### src/rtl/branch_unit.sv
// Multi-cycle relative-branch unit for the 6502-compatible core.
// Evaluates the branch condition, computes the target, and steps through
// the 2/3/4-cycle branch timing, including the dummy fetch on a page cross.
module branch_unit #(
  parameter int ADDR_W    = 16,
  parameter int PAGE_BITS = 8,
  parameter int N_IDX     = 7,
  parameter int V_IDX     = 6,
  parameter int Z_IDX     = 1,
  parameter int C_IDX     = 0
) (
  input  logic              clk,
  input  logic              rst,
  input  logic              start,
  input  logic [2:0]        cond,
  input  logic [7:0]        offset,
  input  logic [ADDR_W-1:0] pc_in,
  input  logic [7:0]        flags,
  output logic              ready,
  output logic              busy,
  output logic [ADDR_W-1:0] dummy_addr,
  output logic              dummy_valid,
  output logic              done,
  output logic              taken,
  output logic              page_cross,
  output logic [ADDR_W-1:0] pc_out,
  output logic              pc_we
);

  typedef enum logic [1:0] {IDLE, EVAL, ADD, FIX} state_t;

  state_t state, state_nx;

  // Operands latched at accept, results latched at the end of EVAL
  logic        [2:0]        cond_p0;
  logic signed [7:0]        offset_p0;
  logic        [ADDR_W-1:0] pc_p0;
  logic        [ADDR_W-1:0] target_p1;
  logic                     cross_p1;

  logic [ADDR_W-1:0] target_c;
  logic              cross_c;
  logic              take_c;

  logic              ready_nx, busy_nx, done_nx, taken_nx, page_cross_nx;
  logic              pc_we_nx, dummy_valid_nx;
  logic [ADDR_W-1:0] pc_out_nx, dummy_addr_nx;

  function automatic logic signed [ADDR_W-1:0] sext8(input logic signed [7:0] v);
    return {{(ADDR_W-8){v[7]}}, v};
  endfunction

  // cond[2:1]: 00=N, 01=V, 10=C, 11=Z
  function automatic logic flag_pick(input logic [7:0] f, input logic [1:0] s);
    logic [2:0] idx;
    case (s)
      2'b00:   idx = 3'(N_IDX);
      2'b01:   idx = 3'(V_IDX);
      2'b10:   idx = 3'(C_IDX);
      default: idx = 3'(Z_IDX);
    endcase
    return |(f & (8'b1 << idx));
  endfunction

  // Condition, target and page-cross evaluation (flags are live during EVAL)
  always_comb begin
    take_c   = (flag_pick(flags, cond_p0[2:1]) == cond_p0[0]);
    target_c = pc_p0 + sext8(offset_p0);
    cross_c  = (target_c[ADDR_W-1:PAGE_BITS] != pc_p0[ADDR_W-1:PAGE_BITS]);
  end

  // Next state and next registered outputs
  always_comb begin
    state_nx       = state;
    done_nx        = 1'b0;
    pc_we_nx       = 1'b0;
    page_cross_nx  = 1'b0;
    dummy_valid_nx = 1'b0;
    taken_nx       = taken;
    pc_out_nx      = pc_out;
    dummy_addr_nx  = dummy_addr;
    case (state)
      IDLE: begin
        if (start) state_nx = EVAL;
      end
      EVAL: begin
        if (!take_c) begin
          done_nx   = 1'b1;
          taken_nx  = 1'b0;
          pc_out_nx = pc_p0;
          state_nx  = IDLE;
        end else begin
          state_nx  = ADD;
        end
      end
      ADD: begin
        if (!cross_p1) begin
          done_nx   = 1'b1;
          taken_nx  = 1'b1;
          pc_we_nx  = 1'b1;
          pc_out_nx = target_p1;
          state_nx  = IDLE;
        end else begin
          dummy_valid_nx = 1'b1;
          dummy_addr_nx  = {pc_p0[ADDR_W-1:PAGE_BITS], target_p1[PAGE_BITS-1:0]};
          state_nx       = FIX;
        end
      end
      FIX: begin
        done_nx       = 1'b1;
        taken_nx      = 1'b1;
        pc_we_nx      = 1'b1;
        page_cross_nx = 1'b1;
        pc_out_nx     = target_p1;
        state_nx      = IDLE;
      end
      default: state_nx = IDLE;
    endcase
    ready_nx = (state_nx == IDLE);
    busy_nx  = !ready_nx;
  end

  // Stage p0: operand capture on accept; stage p1: EVAL results
  always_ff @(posedge clk) begin
    if (state == IDLE && start) begin
      cond_p0   <= cond;
      offset_p0 <= offset;
      pc_p0     <= pc_in;
    end
    if (state == EVAL) begin
      target_p1 <= target_c;
      cross_p1  <= cross_c;
    end
  end

  // State and registered outputs
  always_ff @(posedge clk) begin
    if (rst) begin
      state       <= IDLE;
      ready       <= 1'b1;
      busy        <= 1'b0;
      done        <= 1'b0;
      taken       <= 1'b0;
      page_cross  <= 1'b0;
      pc_we       <= 1'b0;
      dummy_valid <= 1'b0;
      pc_out      <= '0;
      dummy_addr  <= '0;
    end else begin
      state       <= state_nx;
      ready       <= ready_nx;
      busy        <= busy_nx;
      done        <= done_nx;
      taken       <= taken_nx;
      page_cross  <= page_cross_nx;
      pc_we       <= pc_we_nx;
      dummy_valid <= dummy_valid_nx;
      pc_out      <= pc_out_nx;
      dummy_addr  <= dummy_addr_nx;
    end
  end

endmodule

### config.mk
export PLATFORM = sky130hd
export DESIGN_NAME = branch_unit
export DESIGN_NICKNAME = d
export VERILOG_FILES = /design/src/rtl/branch_unit.sv
export SDC_FILE = /design/constraint.sdc
export NUM_CORES = 1
export LEC_CHECK = 0
export CORE_ASPECT_RATIO = 0.6
export CORE_MARGIN = 3
export CORE_UTILIZATION = 45
export CTS_CLUSTER_DIAMETER = 200
export DETAILED_ROUTE_END_ITERATION = 6
export PLACE_DENSITY = 0.75
export SYNTH_ARGS = -nofsm -noshare
export SYNTH_HDL_FRONTEND = slang
export SYNTH_SLANG_ARGS = --single-unit
### constraint.sdc
create_clock -name clk -period 2.9 [get_ports clk]
set_input_delay 0.725 -clock clk [delete_from_list [all_inputs] [get_ports clk]]
set_output_delay 0.725 -clock clk [all_outputs]
set_load 0.02 [all_outputs]
==> metrics.md, run 1 <==
| Metric | Value |
|---|---|
| Synthesized area per cell | 11.31 um2 |
| Port Buffers | 72 |
| TritonCTS buffer count | 9 |
| Placed cell count | 523 |
| Final #Nets | 485 |
| Fin cells | 544 |
| Root Driver | clkbuf_16 |
| Final worst path period share | 95.11% |
| Total track usage | 18.30% |
| Worst slew margin | 53.62% |
| Clock sinks | 85 |
| Ports | 77 |
| Max Cap Viol | 0 |
| Yosys cell types | 51 |
| Final max-slew violation count | 0 |
| VDD IR max | 0.4181 mV |
| First-pass GRT wire length | 13.84 mm |
| Minimum clock period | 2.758 ns |
| Worst min-delay path category | register to register |
| Setup CP Type | register to register |
| Final core utilization | 63.68% |
| Hold-fix buffer count after cts | 0 |
| Fmax | 362.6 MHz |
| Syn_nets | 397 |
| Vias per std cell | 5.243 |
| Ratio of cells with drive above 1 in the final layout | 11.93% |
| Skew-Pair Late Insertion Delay | 0.33 ns |
| Die height | 77.92 um |
| CP arrival | 2.83 ns |
| Starting Density | 47.69% |
| Die footprint | 0.009806 mm2 |
| Wl on met1 | 4.615 mm |
| Core area | 0.008133 mm2 |
| Vias in the first global route | 2677 |
| Final WS setup | 0.1418 ns |
| Antenna viol nets, final | 0 |
| Met3 WL | 643 um |
| Synth top area share | 34.06% |
| Antenna violations before repair | 0 |
| Async set-reset flop share out of synthesis | 0% |
| # DRC | 0 |
| #FFs+latches synth | 85 |
| EDFF count, synth | 44 |
| Gr ovfl total | 0 |
| Worst-Margin Slew | 0.6948 ns |
| Fin. Hold Viols | 0 |
| Antenna cells | 0 |
| Clk pin slew, worst setup/hold paths | 0.06 ns |
| Drt first pass iters | 4 |
| Met2 WL post-DR | 3.344 mm |
| Dpl ws | 0.03651 ns |
| Std cell rows | 25 |
| Leading area contributor after synthesis | edfxtp_1 |
| Synth Flop Type | edfxtp_1 |
| Synthesized instance count | 343 |
| Post-Route WL | 8.660 mm |
| Die span in x | 125.9 um |
| Largest net degree at the start of global routing | 29 |
| Mapped Area | 0.003879 mm2 |
| Max FO, Critical Path | 3 |
| DR iter-0 viols | 169 |
| Gp weighted congestion | 0.8621 |
| H-tree depth | 3 |
| Max Used Layer | met4 |
| Sequential area share after synthesis | 55.23% |
| Critical Path End Type | register |
| YS warnings | 0 |
| Placed wire-length estimate | 6.373 mm |
| Via count | 2852 |
| Pwr/cell area | 641.3 mW/mm2 |
| Critical path required time | 2.97 ns |
| Clk_skew | 0.005669 ns |
| LEAKAGE | 1.840 nW |
| CTS tree | yes |
| Ranking of synthesized cells by area | edfxtp_1, dfxtp_1, ha_1 |
| Run status | complete, no violations |
| CP Launch Type | register |
| Layout area overhead | 33.52% |
| Final setup violation count | 0 |
| Avg WL per Cell | 15.92 um |
| CTS Buffer Depth | 2 |
## Yosys cell counts, types with 2 or more instances
master and instances:
nand3_1 3, mux2i_1 18, nor2b_1 4, nand2b_1 3
a211oi_1 19, or3_1 2, o21bai_1 3, and2_1 3
edfxtp_1 44, nand2_1 40, dfxtp_1 41, a21oi_1 25
nor2_1 28, xnor2_1 15, o21ai_0 4, xor2_1 5
buf_1 3, a21o_1 3, ha_1 15, clkbuf_1 13
and3_1 4, o211ai_1 3, inv_1 6, o21a_1 2
nor3b_1 5, nor3_1 4, a31oi_1 2, o21ai_1 3
## per-layer routing
| layer | GRT usage (%) | vias to the layer above |
|---|---|---|
| li1 | - | 1437 |
| met1 | 27.55 | 1324 |
| met2 | 24.47 | 83 |
| met3 | 6.671 | 8 |
| met4 | 5.032 | 0 |
| met5 | 0 | - |
## critical path, cell delays in order, from the launching register on
cell and delay, ns:
edfxtp_1 0.42, ha_4 0.21, fa_2 0.35, a21o_1 0.21, a2111o_1 0.40, a31o_1 0.24, a21oi_1 0.18, xnor2_1 0.20
xnor2_1 0.16, nand4_1 0.12
## stage by stage
step                 TNS, ns  power, mW  hold WS [ns]  cell area [um2]
finish                     0      3.321        0.4570             5179
floorplan                  0      1.932        0.4790             3879
CTS                        0      3.319        0.4584             5109
detailed placement         0      2.207        0.4490             4813
global route        -0.01340      3.477        0.4800             5179
global placement           0      2.196        0.4420             4813
## what timing repair did
item	CTS	global route
endpoints found under the setup margin	0	1
resized for setup	0	8
setup buffers	0	5
## layout make-up
class | count | area (um2)
inverter | 6 | 22.52
sequential | 85 | 2142
tap | 108 | 135.1
fill | 635 | 2954
multi-input combinational | 235 | 1685
clock buffer | 12 | 267.8
clock inverter | 4 | 27.53
timing repair buffer | 94 | 898.4
## power by group
part / internal, mW / switching (mW) / leakage [nW] / total, mW
clock network: 0.658 / 0.448 / 0.146 / 1.11
logic: 0.367 / 0.394 / 0.947 / 0.761
registers: 1.39 / 0.0628 / 0.747 / 1.45
total: 2.42 / 0.905 / 1.84 / 3.32
## cell families after synthesis
| group | count (synthesis) | synth area share [%] |
|---|---|---|
| mux | 19 | 5.226 |
| buf+inv | 23 | 2.258 |
| flops | 85 | 55.23 |
| fa+ha+maj | 16 | 5.355 |
| compound gates | 77 | 14.55 |
| simple gates | 102 | 12.29 |
| xor+xnor | 21 | 5.097 |
## placed cells by master, fill, tap and decap left out, types with 3 or more instances in the layout
master,n
a21o_1,3
dfxtp_1,41
nor3_1,4
and3_1,4
clkbuf_16,10
nand2_1,40
ha_1,12
buf_4,21
and2_1,3
a21oi_1,25
o21ai_0,4
nand2b_1,3
clkdlybuf4s50_1,72
o211ai_1,3
xor2_1,5
a211oi_1,19
xnor2_1,15
o21bai_1,3
mux2i_1,18
inv_1,6
nor2_1,28
nor2b_1,4
edfxtp_1,44
nor3b_1,5
nand3_1,3
## sequential cells by signal, summed over array words and instances, names as in the netlist, 2 cells and up
signal / cells
cond_p0: 3
dummy_addr: 16
offset_p0: 8
pc_out: 16
pc_p0: 16
state: 2
target_p1: 16
## path summary, 6_finish.rpt
check	start	end	slack (ns)	cells past startpoint
setup / recovery	pc_p0[0]	cross_p1	0.14	9
hold / removal	dummy_addr[5]	dummy_addr[5]	0.46	2
setup reg to reg	pc_p0[0]	cross_p1	0.14	9
hold reg to reg	dummy_addr[5]	dummy_addr[5]	0.46	2
(Power assumes the default switching activity.)
==> inputs of run 2 (changes only) <==
CORE_UTILIZATION = 55   (was 45)
PLACE_DENSITY = 0.88   (was 0.75)
clock period = 3.45 ns   (was 2.9 ns; I/O delays follow)
==> run 2 against run 1 <==
Die area fell by 17%; hold slack improved by 0.0025 ns; total power fell by 17%; final cell count fell by 7.0%.
==> metrics.md, run 2 (synthesis results as in run 1) <==
| Metric | Value |
|---|---|
| Ports | 77 |
| Die height | 71.05 um |
| First-pass GRT wire length | 14.37 mm |
| Minimum clock period | 2.954 ns |
| Fmax | 338.5 MHz |
| Worst slew margin | 48.82% |
| Std cell rows | 23 |
| Clk pin slew, worst setup/hold paths | 0.06 ns |
| Post-Route WL | 9.001 mm |
| Gp weighted congestion | 0.8037 |
| CTS tree | yes |
| Combinational Power Share | 21.4% |
| Antenna viol nets, final | 0 |
| Placed cell count | 490 |
| Hold-fix buffer count after cts | 0 |
| Antenna cells | 0 |
| Max Cap Viol | 0 |
| Via count | 2986 |
| Skew-Pair Late Insertion Delay | 0.34 ns |
| Final #Nets | 468 |
| Clock network fraction of design power | 34.0% |
| CP Launch Type | register |
| Fin. Hold Viols | 0 |
| Critical Path End Type | register |
| Layout area overhead | 28.29% |
| CP arrival | 3.02 ns |
| Worst min-delay path category | register to register |
| Post-CTS Setup Inserts | 0 |
| Most frequent cells in the layout | clkdlybuf4s50_1, edfxtp_1, dfxtp_1, nand2_1, nor2_1 |
| Antenna violations before repair | 0 |
| Int Pwr | 1.956 mW |
| Vias in the first global route | 2841 |
| LEAKAGE | 1.746 nW |
| Sequential power share | 44.6% |
| H-tree depth | 3 |
| Die span in x | 114.4 um |
| Fillcell total | 440 |
| Final setup violation count | 0 |
| Root Driver | clkbuf_16 |
| DR iter-0 viols | 253 |
| Avg WL per Cell | 17.79 um |
| Net Switching | 793.6 uW |
| Final max-slew violation count | 0 |
| Max FO, Critical Path | 4 |
| Post-CTS sizing | 0 |
| VDD IR max | 0.3438 mV |
| Die footprint | 0.008129 mm2 |
| Drt first pass iters | 5 |
| CTS Buffer Depth | 2 |
| Fin cells | 506 |
| Port Buffers | 72 |
| Setup TNS | 0 ns |
| Vias per std cell | 5.901 |
| RSZ-0062 raised after global routing | no |
| Dpl ws | 0.4530 ns |
| Final WS setup | 0.4960 ns |
| Slowest stage delay, CP | 0.43 ns |
| Ratio of cells with drive above 1 in the final layout | 7.399% |
| TritonCTS buffer count | 9 |
| Placed wire-length estimate | 6.292 mm |
| Run status | complete, no violations |
| Clk_skew | 0.009695 ns |
| Critical path required time | 3.52 ns |
| Commonest non-fill, non-tap cell in the layout | clkdlybuf4s50_1 |
| Setup CP Type | register to register |
| Total track usage | 23.12% |
| Sw Share | 28.86% |
| Pwr/cell area | 552.6 mW/mm2 |
| Gr ovfl total | 0 |
| Clock sinks | 85 |
| Final core utilization | 73.58% |
| CP cell instances | ha_1 > fa_1 > a21o_1 > a2111oi_4 > o21ai_1 > mux2i_1 > nand3_1 > nor4b_2 > nand4_1 |
| Slowest cell on crit path | a2111oi_4 |
| Starting Density | 57.35% |
| Core area | 0.006763 mm2 |
| Final worst path period share | 85.62% |
| # DRC | 0 |
| Largest net degree at the start of global routing | 31 |
| Worst-Margin Slew | 0.7658 ns |
[run 2: metal layers]
layer	wire, um	global-route usage [%]	vias up
met5	0	0	-
met4	110	7.115	0
met3	864	6.923	13
met2	3766	34.04	168
met1	4260	33.06	1412
li1	-	-	1393
[run 2: final cells by class]
cell class | count | area [um2] | area share, %
clock buffers | 10 | 239.0 | 4.803
repair buffers | 77 | 758.2 | 15.24
inverters | 6 | 22.52 | 0.4526
multi-input cells | 235 | 1653 | 33.22
well taps | 87 | 108.9 | 2.188
clock inverters | 6 | 52.55 | 1.056
flip-flops and latches | 85 | 2142 | 43.05
[run 2: worst max-delay path, delay by kind of cell (launching register included)]
kind | cells | cell delay [ns]
AND/OR/NAND/NOR | 3 | 0.54
adder cells (fa/ha/maj) | 2 | 0.70
AO/OA/AOI/OAI | 3 | 0.86
flip-flops | 1 | 0.39
multiplexers | 1 | 0.19
[run 2: path summary, 6_finish.rpt]
path                         to  cells after the start  slack, ns           from
setup / recovery       cross_p1                      9       0.50       pc_p0[0]
hold / removal    dummy_addr[6]                      2       0.46  dummy_addr[6]
setup reg to reg       cross_p1                      9       0.50       pc_p0[0]
hold reg to reg   dummy_addr[6]                      2       0.46  dummy_addr[6]
[run 2: metrics by stage]
stage | instance area (um2) | total power [mW] | hold WS, ns
2_1_floorplan | 3879 | 1.624 | 0.4790
3_3_place_gp | 4684 | 1.803 | 0.4416
3_5_place_dp | 4684 | 1.821 | 0.4478
4_1_cts | 4976 | 2.752 | 0.4597
5_1_grt | 4976 | 2.857 | 0.4805
6_report | 4976 | 2.750 | 0.4596
[run 2: power by group through the flow]
stage                     clock network (mW)  registers [mW]  logic (mW)
after detailed placement                   0            1.24       0.576
final                                  0.935            1.23       0.588
after global placement                     0            1.24       0.562
after global routing                   0.986            1.23       0.637
after floorplan                            0            1.26       0.360
after CTS                              0.944            1.22       0.583
==> inputs of run 3 (changes only) <==
GPL_ROUTABILITY_DRIVEN = 1   (was not set)
GPL_TIMING_DRIVEN = 0   (was not set)
==> run 3 against run 2 <==
Count of clock-buffer cells in the layout up 1; wire length is 0.21% higher; first-iteration DRC count increased by 23%; flip-flop and latch count unchanged; critical path type unchanged; critical endpoint unchanged; highest routed layer unchanged.
==> metrics.md, run 3 (synthesis results as in run 1) <==
| Metric | Value |
|---|---|
| Placed wire-length estimate | 6.734 mm |
| Clock sinks | 85 |
| Post-CTS Setup Inserts | 0 |
| Ratio of cells with drive above 1 in the final layout | 5.800% |
| Clk_skew | 0.004709 ns |
| Final max-slew violation count | 0 |
| Minimum clock period | 2.940 ns |
| Peak-usage layer in the global routing report | met2 |
| Fmax | 340.2 MHz |
| Die footprint | 0.008129 mm2 |
| Slowest stage delay, CP | 0.56 ns |
| Slowest cell on crit path | edfxtp_1 |
| Run status | complete, no violations |
| GR Util met1 | 33.04% |
| Critical path required time | 3.51 ns |
| CP Launch Type | register |
| Final Cell Area | 0.005011 mm2 |
| Max FO, Critical Path | 9 |
| Die span in x | 114.4 um |
| Max Cap Viol | 0 |
| Area of the multi-input gates | 0.001652 mm2 |
| Grt met3 use | 8.547% |
| TritonCTS buffer count | 9 |
| Net Switching | 758.6 uW |
| Setup TNS | 0 ns |
| Gr ovfl total | 0 |
| Ports | 77 |
| Post-Route WL | 9.020 mm |
| RSZ-0062 raised after global routing | no |
| Seq. cell area | 0.002142 mm2 |
| Commonest non-fill, non-tap cell in the layout | clkdlybuf4s50_1 |
| Setup CP Type | register to register |
| # DRC | 0 |
| Core area | 0.006763 mm2 |
| Most frequent cells in the layout | clkdlybuf4s50_1, edfxtp_1, dfxtp_1, nand2_1, nor2_1 |
| Fin. Hold Viols | 0 |
| Layout area overhead | 29.19% |
| CTS tree | yes |
| Post-CTS sizing | 0 |
| Fillcell total | 468 |
| Gp weighted congestion | 0.8626 |
| Vias in the first global route | 2847 |
| Skew-Pair Late Insertion Delay | 0.33 ns |
| CTS Buffer Depth | 2 |
| Final worst path period share | 85.21% |
| Sw Share | 27.30% |
| Via count | 2973 |
| Worst min-delay path category | register to register |
| LEAKAGE | 1.754 nW |
| Clock network fraction of design power | 34.6% |
| Sequential power share | 44.2% |
| Clk pin slew, worst setup/hold paths | 0.06 ns |
| Antenna viol nets, final | 0 |
| H-tree depth | 3 |
| Antenna violations before repair | 0 |
| Combinational Power Share | 21.2% |
| Placed Instance Area | 0.004711 mm2 |
| Final setup violation count | 0 |
| Die height | 71.05 um |
| Hold-fix buffer count after cts | 0 |
| Pwr/cell area | 554.5 mW/mm2 |
| Total track usage | 23.12% |
| First-pass GRT wire length | 14.41 mm |
| Drt first pass iters | 5 |
| VDD IR max | 0.3970 mV |
| DR iter-0 viols | 311 |
| Worst-Margin Slew | 1.083 ns |
| Vias per std cell | 5.739 |
| Hold slack | 0.4631 ns |
| Met2 usage | 33.85% |
| Antenna cells | 0 |
| Tot Pwr | 2.779 mW |
| Worst slew margin | 27.73% |
| Int Pwr | 2.020 mW |
| CP arrival | 3.00 ns |
| Port Buffers | 72 |
| Root Driver | clkbuf_16 |
| Starting Density | 57.35% |
| CP cell instances | ha_1 > a41o_1 > a221oi_4 > o31a_4 > o31ai_2 > xnor2_1 > nor4b_2 > nand4_1 |
| Final #Nets | 480 |
| Critical Path End Type | register |
| Avg WL per Cell | 17.41 um |
| Largest net degree at the start of global routing | 28 |
| Std cell rows | 23 |
==> run 3: cell types whose count changed in the layout (fill, tap and decap cells not counted), sizes merged <==
cell | previous run | this run
clkinvlp | 2 | 0
clkbuf | 10 | 24
bufinv | 0 | 1
inv | 9 | 8
buf | 5 | 4
clkinv | 1 | 2
==> run 3: final cells by class <==
| cell class | instances | share of cell area, % |
|---|---|---|
| Multi-Input combinational cell | 235 | 32.96 |
| Inverter | 6 | 0.4494 |
| Sequential cell | 85 | 42.75 |
| Timing Repair Buffer | 72 | 14.38 |
| Clock buffer | 11 | 4.844 |
| Clock inverter | 5 | 1.149 |
| Buffer | 17 | 1.298 |
| Tap cell | 87 | 2.172 |
==> run 3: metal layers <==
metal	share of wire, %	up-vias
met5	0	-
met2	42	146
met3	10	10
met1	47	1396
met4	0.75	0
li1	-	1421
==> run 3: power groups by stage <==
stage	Sequential, mW	Combinational (mW)	Clock, mW
after detailed placement	1.25	0.584	0
after floorplan	1.26	0.360	0
final	1.23	0.589	0.963
after global placement	1.24	0.563	0
after global routing	1.23	0.642	1.02
after CTS	1.22	0.588	0.976
==> run 3: stage by stage <==
| step | util, % | std cells | setup WS (ns) |
|---|---|---|---|
| 2_1_floorplan | - | 343 | 0.8487 |
| 3_3_place_gp | 69.62 | 502 | 0.2926 |
| 3_5_place_dp | 69.66 | 502 | 0.1744 |
| 4_1_cts | 74.10 | 518 | 0.5103 |
| 5_1_grt | 74.10 | 518 | 0.3310 |
| 6_report | 74.10 | 518 | 0.5102 |
==> run 3: worst paths after layout <==
path	start	end	slack [ns]	cells after the start
worst max-delay path	offset_p0[7]	cross_p1	0.51	8
worst min-delay path	dummy_addr[12]	dummy_addr[12]	0.46	2
worst max register to register	offset_p0[7]	cross_p1	0.51	8
worst min register to register	dummy_addr[12]	dummy_addr[12]	0.46	2
==> run 3: critical path: cells and delay by family, from the launching register on <==
family	cells	cell delay (ns)
AOI/OAI and AO/OA	4	1.00
DFF	1	0.56
adders and majority gates	1	0.47
and+or+nand+nor	2	0.38
xor gates and xnor gates	1	0.25
